$ cat config.mk
export PLATFORM = sky130hd
export DESIGN_NAME = seg7_scan_driver
export DESIGN_NICKNAME = d
export VERILOG_FILES = /design/src/rtl/seg7_scan_driver.sv
export SDC_FILE = /design/constraint.sdc
export NUM_CORES = 1
export LEC_CHECK = 0
export CAP_MARGIN = 5
export CORE_ASPECT_RATIO = 1.1
export CORE_MARGIN = 8
export CORE_UTILIZATION = 59
export DETAILED_ROUTE_END_ITERATION = 10
export PLACE_DENSITY = 0.84
export REMOVE_ABC_BUFFERS = 1
export SYNTH_ARGS = -nofsm -noshare
export SYNTH_HDL_FRONTEND = slang
export SYNTH_SLANG_ARGS = --single-unit
$ cat constraint.sdc
create_clock -name wb_clk_i -period 5 [get_ports wb_clk_i]
set_input_delay 0.75 -clock wb_clk_i [delete_from_list [all_inputs] [get_ports wb_clk_i]]
set_output_delay 0.75 -clock wb_clk_i [all_outputs]
set_load 0.01 [all_outputs]
$ cat src/rtl/seg7_scan_driver.sv
// seg7_scan_driver: 4-digit multiplexed common-cathode 7-segment driver.
// Frame-synchronous value update, dead-time blanking, BCD decode, LZ blanking.
module seg7_scan_driver #(
   parameter int REFRESH_DIV  = 1000,
   parameter int BLANK_CYCLES = 16,
   parameter int LZ_BLANK     = 1
) (
   input  logic        wb_clk_i,
   input  logic        wb_rst_i,
   input  logic [15:0] bcd_in,
   input  logic        bcd_valid,
   output logic        bcd_ready,
   input  logic        scan_en,
   output logic [6:0]  seven_seg,
   output logic [3:0]  digit_en,
   output logic        frame_tick
);

   localparam int CW = $clog2(REFRESH_DIV);
   localparam logic [CW-1:0] CNT_LAST  = CW'(REFRESH_DIV - 1);
   localparam logic [CW-1:0] CNT_BLANK = CW'(BLANK_CYCLES);

   logic [15:0]   disp_q;
   logic [15:0]   pend_q;
   logic          pend_v;
   logic [CW-1:0] cnt;
   logic [1:0]    idx;

   logic          slot_end;
   logic          frame_end;
   logic          accept;
   logic [3:0]    cur_nib;
   logic          lead_zero;
   logic          blank_digit;
   logic [6:0]    seg_dec;

   assign bcd_ready   = !pend_v;
   assign accept      = bcd_valid && !pend_v;
   assign slot_end    = (cnt == CNT_LAST);
   assign frame_end   = scan_en && slot_end && (idx == 2'd3);
   assign cur_nib     = disp_q[{idx, 2'b00} +: 4];
   assign blank_digit = (LZ_BLANK != 0) && lead_zero;

   // Slot counter and digit index; held at digit 0, cycle 0 while disabled.
   always_ff @(posedge wb_clk_i or posedge wb_rst_i) begin
      if (wb_rst_i) begin
         cnt <= '0;
         idx <= 2'd0;
      end else if (!scan_en) begin
         cnt <= '0;
         idx <= 2'd0;
      end else if (slot_end) begin
         cnt <= '0;
         idx <= idx + 2'd1;
      end else begin
         cnt <= cnt + 1'b1;
      end
   end

   // Pending buffer; commits to the display only at a frame edge or while idle.
   always_ff @(posedge wb_clk_i or posedge wb_rst_i) begin
      if (wb_rst_i) begin
         disp_q <= 16'h0000;
         pend_q <= 16'h0000;
         pend_v <= 1'b0;
      end else if (pend_v && (frame_end || !scan_en)) begin
         disp_q <= pend_q;
         pend_v <= 1'b0;
      end else if (accept) begin
         pend_q <= bcd_in;
         pend_v <= 1'b1;
      end
   end

   // Digit k is a leading zero when it and every digit left of it are zero.
   always_comb begin
      lead_zero = 1'b0;
      unique case (idx)
         2'd3:    lead_zero = (disp_q[15:12] == 4'h0);
         2'd2:    lead_zero = (disp_q[15:8] == 8'h00);
         2'd1:    lead_zero = (disp_q[15:4] == 12'h000);
         default: lead_zero = 1'b0;
      endcase
   end

   // BCD to {g,f,e,d,c,b,a}; codes above 9 show a dash.
   always_comb begin
      seg_dec = 7'h40;
      unique case (cur_nib)
         4'd0:    seg_dec = 7'h3F;
         4'd1:    seg_dec = 7'h06;
         4'd2:    seg_dec = 7'h5B;
         4'd3:    seg_dec = 7'h4F;
         4'd4:    seg_dec = 7'h66;
         4'd5:    seg_dec = 7'h6D;
         4'd6:    seg_dec = 7'h7D;
         4'd7:    seg_dec = 7'h07;
         4'd8:    seg_dec = 7'h7F;
         4'd9:    seg_dec = 7'h6F;
         default: seg_dec = 7'h40;
      endcase
   end

   // Registered pad outputs; dark during dead time and while disabled.
   always_ff @(posedge wb_clk_i or posedge wb_rst_i) begin
      if (wb_rst_i) begin
         seven_seg  <= 7'h00;
         digit_en   <= 4'h0;
         frame_tick <= 1'b0;
      end else begin
         frame_tick <= frame_end;
         if (!scan_en || (cnt < CNT_BLANK)) begin
            seven_seg <= 7'h00;
            digit_en  <= 4'h0;
         end else begin
            digit_en  <= 4'b0001 << idx;
            seven_seg <= blank_digit ? 7'h00 : seg_dec;
         end
      end
   end

endmodule

==> impl_metrics.ini <==
[outcome]
status = complete, no violations

[grt]
met2_usage_pct = 20.0
use_met1_pct = 17.1
grt_usage_pct = 13.8
grt_pass1_wl_mm = 7.35
antenna_found_initial = 0
grt_use_met3_pct = 5.02
busiest_layer = met2
grt_max_degree = 58
grt_pass1_vias = 1592
gr-total-overflow = 0

[synth]
synth-simple-area-share_pct = 10.6
syn_inst = 198
synthMuxAreaShare_pct = 19.3
ys_seq_area_share_pct = 54.3
synth_top_family_by_area = multiplexers
async_reset_ff_share_pct = 100
synth-adder-area-share_pct = 5.24
ys_warn_count = 0
ys_ff_latch = 57
synth_edf_count = 0
synth_compound_area_share_pct = 3.86
syn_avg_cell_area_sq_um = 13.3
syn_area_sq_um = 2630
synth_cell_type_count = 38
synthFlopType = dfrtp_1
synth_xor_area_share_pct = 3.00

[place]
gp_congestion = 0.821
numPortBuffers = 32
place_area_sq_um = 2960
dpl.hpwl_mm = 3.00

[job]
drv_cap = 0

[sta]
fmax_ghz = 0.449
grt_setup_unrepaired = false
setup_viol = 0
final.setup.tns_ns = 0
fin_skew_ns = 0.00757
period_share_pct = 44.5
tightestPinTransition_ns = 0.776
max_slew_margin_pct = 48.2
timing_hold_violations_final = 0
slew_viol_final = 0
min_period_ns = 2.22

[clock_network]
path_clk_slew_ns = 0.07
h-tree-depth = 3
hold_buffers = 0
cts_root_buffer = clkbuf_8
clockBufferDepth = 2
cts_resized = 0
cts_sinks = 57
insertion_delay_ns = 0.34
cts_inserted_buffers = 9
postCtsSetupRepairBufs = 0
cts_tree = done

[worst_setup_path]
crit_arrival_ns = 2.45
worstPathMaxFanout = 16
crit_buf_inv = 1
start_kind = input pin
r2r_end = disp_q[1]
worstReg2RegStart = cnt[0]
crit_type = in2reg
crit_path_end_kind = flop
crit_family = compound AO/OA/AOI/OAI gates
crit_slowest_cell = a21o_1
cp.depth = 3
reg2reg_slack_ns = 2.84
crit_required_ns = 5.22
path_cells = clkdlybuf4s50_1 -> a21o_1 -> mux2_2
max_stage_delay_ns = 0.67
r2r_cells = 5

[floorplan]
io_pins = 33
row_count = 25
design.die.area_sq_um = 6850
fp.dieH_um = 86.0
coreArea_sq_um = 4290
die_w_um = 79.6
start_util_pct = 61.3

[detailed_routing]
drt_iter0_markers = 97
vias = 1578
remaining_drc_errors = 0
wire_per_inst_um = 14.4
ant_nets = 0
wl_mm = 4.23
vias_per_cell = 5.37
drt_pass1_iterations = 4

[min_path]
min_from = cnt[0]
holdPathStages = 1
min_to = cnt[0]
worst_hold_path_type = reg2reg

[cells_and_area]
nNetsFinal = 266
area_delta_synth_final_pct = 21.5
layout-drive-gt1-share_pct = 25.0
diodes = 0
postLayoutCellArea_sq_um = 3190

[pwr]
ir_drop_mv = 0.266
powerDensity_nw_per_um2 = 431
p_leak_nw = 1.47
-- layout by cell type (no fill, tap or decap), types with 2 or more instances in the layout --
| master | netlist | layout |
|---|---|---|
| xor2_1 | 6 | 6 |
| nor2_1 | 16 | 16 |
| ha_1 | 11 | 11 |
| nor2b_1 | 4 | 4 |
| bufinv_16 | 0 | 2 |
| nand2_1 | 6 | 6 |
| nor4_1 | 2 | 2 |
| and2_1 | 6 | 6 |
| inv_1 | 8 | 7 |
| clkdlybuf4s50_1 | 0 | 32 |
| xnor2_1 | 3 | 3 |
| a21o_1 | 2 | 2 |
| buf_4 | 1 | 2 |
| dfrtp_1 | 57 | 57 |
| clkinv_2 | 0 | 2 |
| clkbuf_8 | 0 | 11 |
| mux2_4 | 10 | 10 |
| nand4_1 | 2 | 2 |
| mux2i_1 | 2 | 2 |
| nand3_1 | 4 | 4 |
| nand2b_1 | 3 | 3 |
| a21oi_1 | 6 | 6 |
| mux2_2 | 22 | 22 |
| mux4_2 | 4 | 4 |
| and3_1 | 3 | 3 |
-- logic make-up after synthesis --
group / Yosys count
AO/OA/AOI/OAI: 15
flip-flops: 57
AND/OR/NAND/NOR: 52
buffers and inverters: 16
XOR/XNOR: 9
multiplexers: 38
adder cells (fa/ha/maj): 11
-- sequential cells by signal, indices dropped and copies added, names as in the netlist --
signal      cells
disp_q         16
pend_q         16
cnt            10
seven_seg       7
digit_en        4
idx             2
frame_tick      1
pend_v          1
-- synth_stat cells (2+ instances only) --
master    number  area [sq um]
buf_6          2          22.5
buf_2          2          10.0
mux4_2         4          90.1
inv_1          8          30.0
xnor2_1        3          26.3
clkbuf_1       2          7.51
xor2_1         6          52.6
nor2b_1        4          25.0
nor4_1         2          12.5
mux2_2        22           248
nor2_1        16          60.1
nand4_1        2          12.5
ha_1          11           138
a21o_1         2          15.0
nand2_1        6          22.5
nand3_1        4          20.0
dfrtp_1       57          1430
mux2i_1        2          20.0
nand2b_1       3          18.8
mux2_4        10           150
a21oi_1        6          30.0
and2_1         6          37.5
and3_1         3          18.8
-- layer usage --
| layer | part of all wire (%) | up-vias |
|---|---|---|
| met5 | 0 | - |
| met4 | 2.6 | 0 |
| met3 | 6.0 | 10 |
| met2 | 48 | 34 |
| met1 | 43 | 773 |
| li1 | - | 761 |
-- power by group --
part	internal, W	total (W)	switching [W]
clock	0.000306	0.000484	0.000178
sequential	0.000550	0.000612	0.0000619
combinational	0.000166	0.000280	0.000114
-- through the flow --
step / power (W) / util [%] / hold WS [ns] / instances / setup slack, ns
3_5_place_dp: 0.000901 / 69.2 / 0.487 / 278 / 2.40
2_1_floorplan: 0.000824 / - / 0.448 / 190 / 2.85
5_1_grt: 0.00145 / 74.5 / 0.508 / 294 / 2.66
3_3_place_gp: 0.000888 / 69.2 / 0.477 / 278 / 2.45
6_report: 0.00138 / 74.5 / 0.494 / 294 / 2.78
4_1_cts: 0.00139 / 74.5 / 0.498 / 294 / 2.77
-- layout make-up --
class                           count  area, sq um
Timing Repair Buffer               34          335
Inverter                            8         30.0
Fill cell                         299         1090
Clock buffer                       11          151
Multi-Input combinational cell    125         1100
Sequential cell                    57         1430
Tap cell                           54         67.6
Clock inverter                      5         77.6
-- worst max path at each step --
stage                      end  startpoint
finish               disp_q[1]     scan_en
global route        disp_q[15]     scan_en
global placement     disp_q[1]     scan_en
detailed placement  disp_q[15]     scan_en
CTS                 disp_q[15]     scan_en
floorplan               cnt[0]    wb_rst_i
-- worst reg2reg max path: cells and delay by family (launching register included) --
kind                     cells  cell delay (ns)
AO/OA/AOI/OAI                1             0.64
adder cells (fa/ha/maj)      1             0.24
flip-flops                   1             0.41
multiplexers                 1             0.42
AND/OR/NAND/NOR              2             0.33
Note: power is estimated with default switching activity, not from simulation.
==> RTL edit (same flow settings) <==
The parameter `REFRESH_DIV` goes from 1000 to 500.
--- a/src/rtl/seg7_scan_driver.sv
+++ b/src/rtl/seg7_scan_driver.sv
@@ -3,3 +3,3 @@
 module seg7_scan_driver #(
-   parameter int REFRESH_DIV  = 1000,
+   parameter int REFRESH_DIV  = 500,
    parameter int BLANK_CYCLES = 16,
Check against the original RTL: no difference found for any inputs over 10 cycles, from zero or initial values and one cycle with wb_rst_i high; that may be too few to reach the edited logic, so the function may still have changed.
==> RTL edit against the unedited design <==
Setup slack better by 0.10 ns. Clock skew fell by 0.0013 ns. Non-clock buffer count down 1. Power shrank 17%. Sequential cell count is 1 lower. Area after synthesis is 1.9% lower. Wire length up 4.0%. Synthesized cell count decreased by 4.0%. Sequential power hardly changed. Design area fell by 4.5%. Largest cell class unchanged. Highest routed layer unchanged.
==> RTL edit: results (changes against the unedited design) <==
| Metric | Value |
|---|---|
| Syn Inst Count | `190 (-4.0%)` |
| Initial DRC Count | `89 (-8.2%)` |
| Leakage | `1.35 nW (-7.9%)` |
| Worst path slowest cell | `clkdlybuf4s50_1` |
| Clock Latency Late Sink | `0.31 ns (-0.03 ns)` |
| Slowest Stage Delay on Critical Path | `0.54 ns (-0.13 ns)` |
| M1 GR Usage | `16.5% (-0.64 points)` |
| WHS | `0.487 ns (-0.00729 ns)` |
| Post-CTS Setup Bufs | `0 (unchanged)` |
| Slew @ Worst Pin | `1.10 ns (+0.321 ns)` |
| WP data arrival | `1.37 ns (-1.08 ns)` |
| Clock H-tree levels | `2 (-1)` |
| HPWL after detailed placement | `3170 µm (+5.7%)` |
| Met3 track demand over resource | `4.12% (-0.90 points)` |
| Async SR Flop Fraction | `100% (unchanged)` |
| Total global-route track usage | `13.9% (+0.10 points)` |
| Clock transition at path regs | `0.09 ns (+0.02 ns)` |
| GPL Wtd Cong | `0.790 (-3.7%)` |
| Ys flop type | `dfrtp_1` |
| PortBufs | `32 (unchanged)` |
| Largest net degree at the start of global routing | `57 (-1.7%)` |
| Setup Skew | `0.00626 ns (-0.00132 ns)` |
| Cell variety after synth | `42 (+11%)` |
| First-pass GRT wire length | `7560 µm (+2.9%)` |
| Vias in the first global route | `1659 (+4.2%)` |
| Initial DRT Pass Iterations | `4 (unchanged)` |
| Max Clock Freq | `471 MHz (+4.8%)` |
| CTS root buffer | `clkbuf_8` |
| Hold crit path type | `reg2reg` |
| Number of gates resized after CTS | `0 (unchanged)` |
| Worst vdd ir | `0.000258 V (-3.0%)` |
| Initial antenna violation count | `0 (unchanged)` |
| Status | `finished, final reports clean` |
| Vias per Instance | `5.56 (+3.5%)` |
| M2 GR Usage | `22.9% (+2.9 points)` |
| YS warnings | `0 (unchanged)` |
| WL final | `4400 µm (+4.0%)` |
| Dpl ws | `2.74 ns (+0.333 ns)` |
| Placed instance count | `274 (-1.4%)` |
| Seq/Total Area, Yosys | `54.3% (+0.056 points)` |
| Worst R2R Setup Slack | `2.97 ns (+0.13 ns)` |
| Top post-synthesis cells by count | `56 x dfrtp_1, 22 x mux2_2, 16 x nor2_1` |
| Crit Path Max Fanout | `3 (-13)` |
| Synth area leaders | `dfrtp_1 54%, mux2_2 9.6%, mux2_4 5.8%, ha_1 5.3%, mux4_1 3.1%` |
| Diodes inserted | `0 (unchanged)` |
| Nets@finish | `258 (-3.0%)` |
| Largest registers | `disp_q x16, pend_q x16, cnt x9` |
| CTS buffer count | `5 (-4)` |
| Clock Path Buffers | `2 (unchanged)` |
| Drt wl/cell | `15.6 µm (+8.4%)` |
| Layout cells sized above 1 | `21.9% (-3.1 points)` |
| Post-DP Area | `0.00296 mm² (-0.30%)` |
==> RTL edit: cell count changes after synthesis, sizes merged, moves of 3 or more <==
cell	unedited run	this run
or3	0	3
xor2	6	1
buf	6	2
and3	4	1
o21ai	2	7
==> RTL edit: cell families (layout without fill, tap and decap cells) <==
kind of cell	after synthesis	in the layout	share of synthesized area (%)
flops	56	56	54.3
simple gates	43	43	9.51
mux	37	37	19.7
compound gates	25	25	7.18
buf+inv	13	51	2.23
fa+ha+maj	11	11	5.33
xor+xnor	5	5	1.70
==> RTL edit: worst paths after layout <==
| check | from | endpoint | depth (start not counted) |
|---|---|---|---|
| setup / recovery | pend_v | bcd_ready | 2 |
| hold / removal | cnt[0] | cnt[0] | 1 |
| setup reg to reg | idx[0] | seven_seg[0] | 5 |
| hold reg to reg | cnt[0] | cnt[0] | 1 |
| max in group asynchronous | wb_rst_i | disp_q[7] | 2 |
| min in group asynchronous | wb_rst_i | cnt[3] | 2 |
==> RTL edit: worst max-delay path, delay by kind of cell (launching register included) <==
kind	cells	cell delay, ns
buffers and inverters	2	0.64
flip-flops	1	0.43
==> RTL edit: power by group <==
group	total (mW)	internal [mW]	leakage, nW	switching, mW
Combinational	0.278	0.162	0.594	0.117
Clock	0.252	0.111	0.0510	0.141
Sequential	0.610	0.541	0.705	0.0698
==> RTL edit: area by class of cell <==
type	instances	area (µm²)
sequential	56	1400
fill	323	1210
multi-input combinational	121	1120
timing repair buffer	33	328
clock buffer	6	82.6
tap	54	67.6
inverter	10	37.5
clock inverter	2	10.0
==> RTL edit: routing by layer <==
layer | share of wire [%] | up-vias
met1 | 43 | 778
met5 | 0 | -
met3 | 5.1 | 6
met2 | 50 | 37
li1 | - | 746
met4 | 1.5 | 0
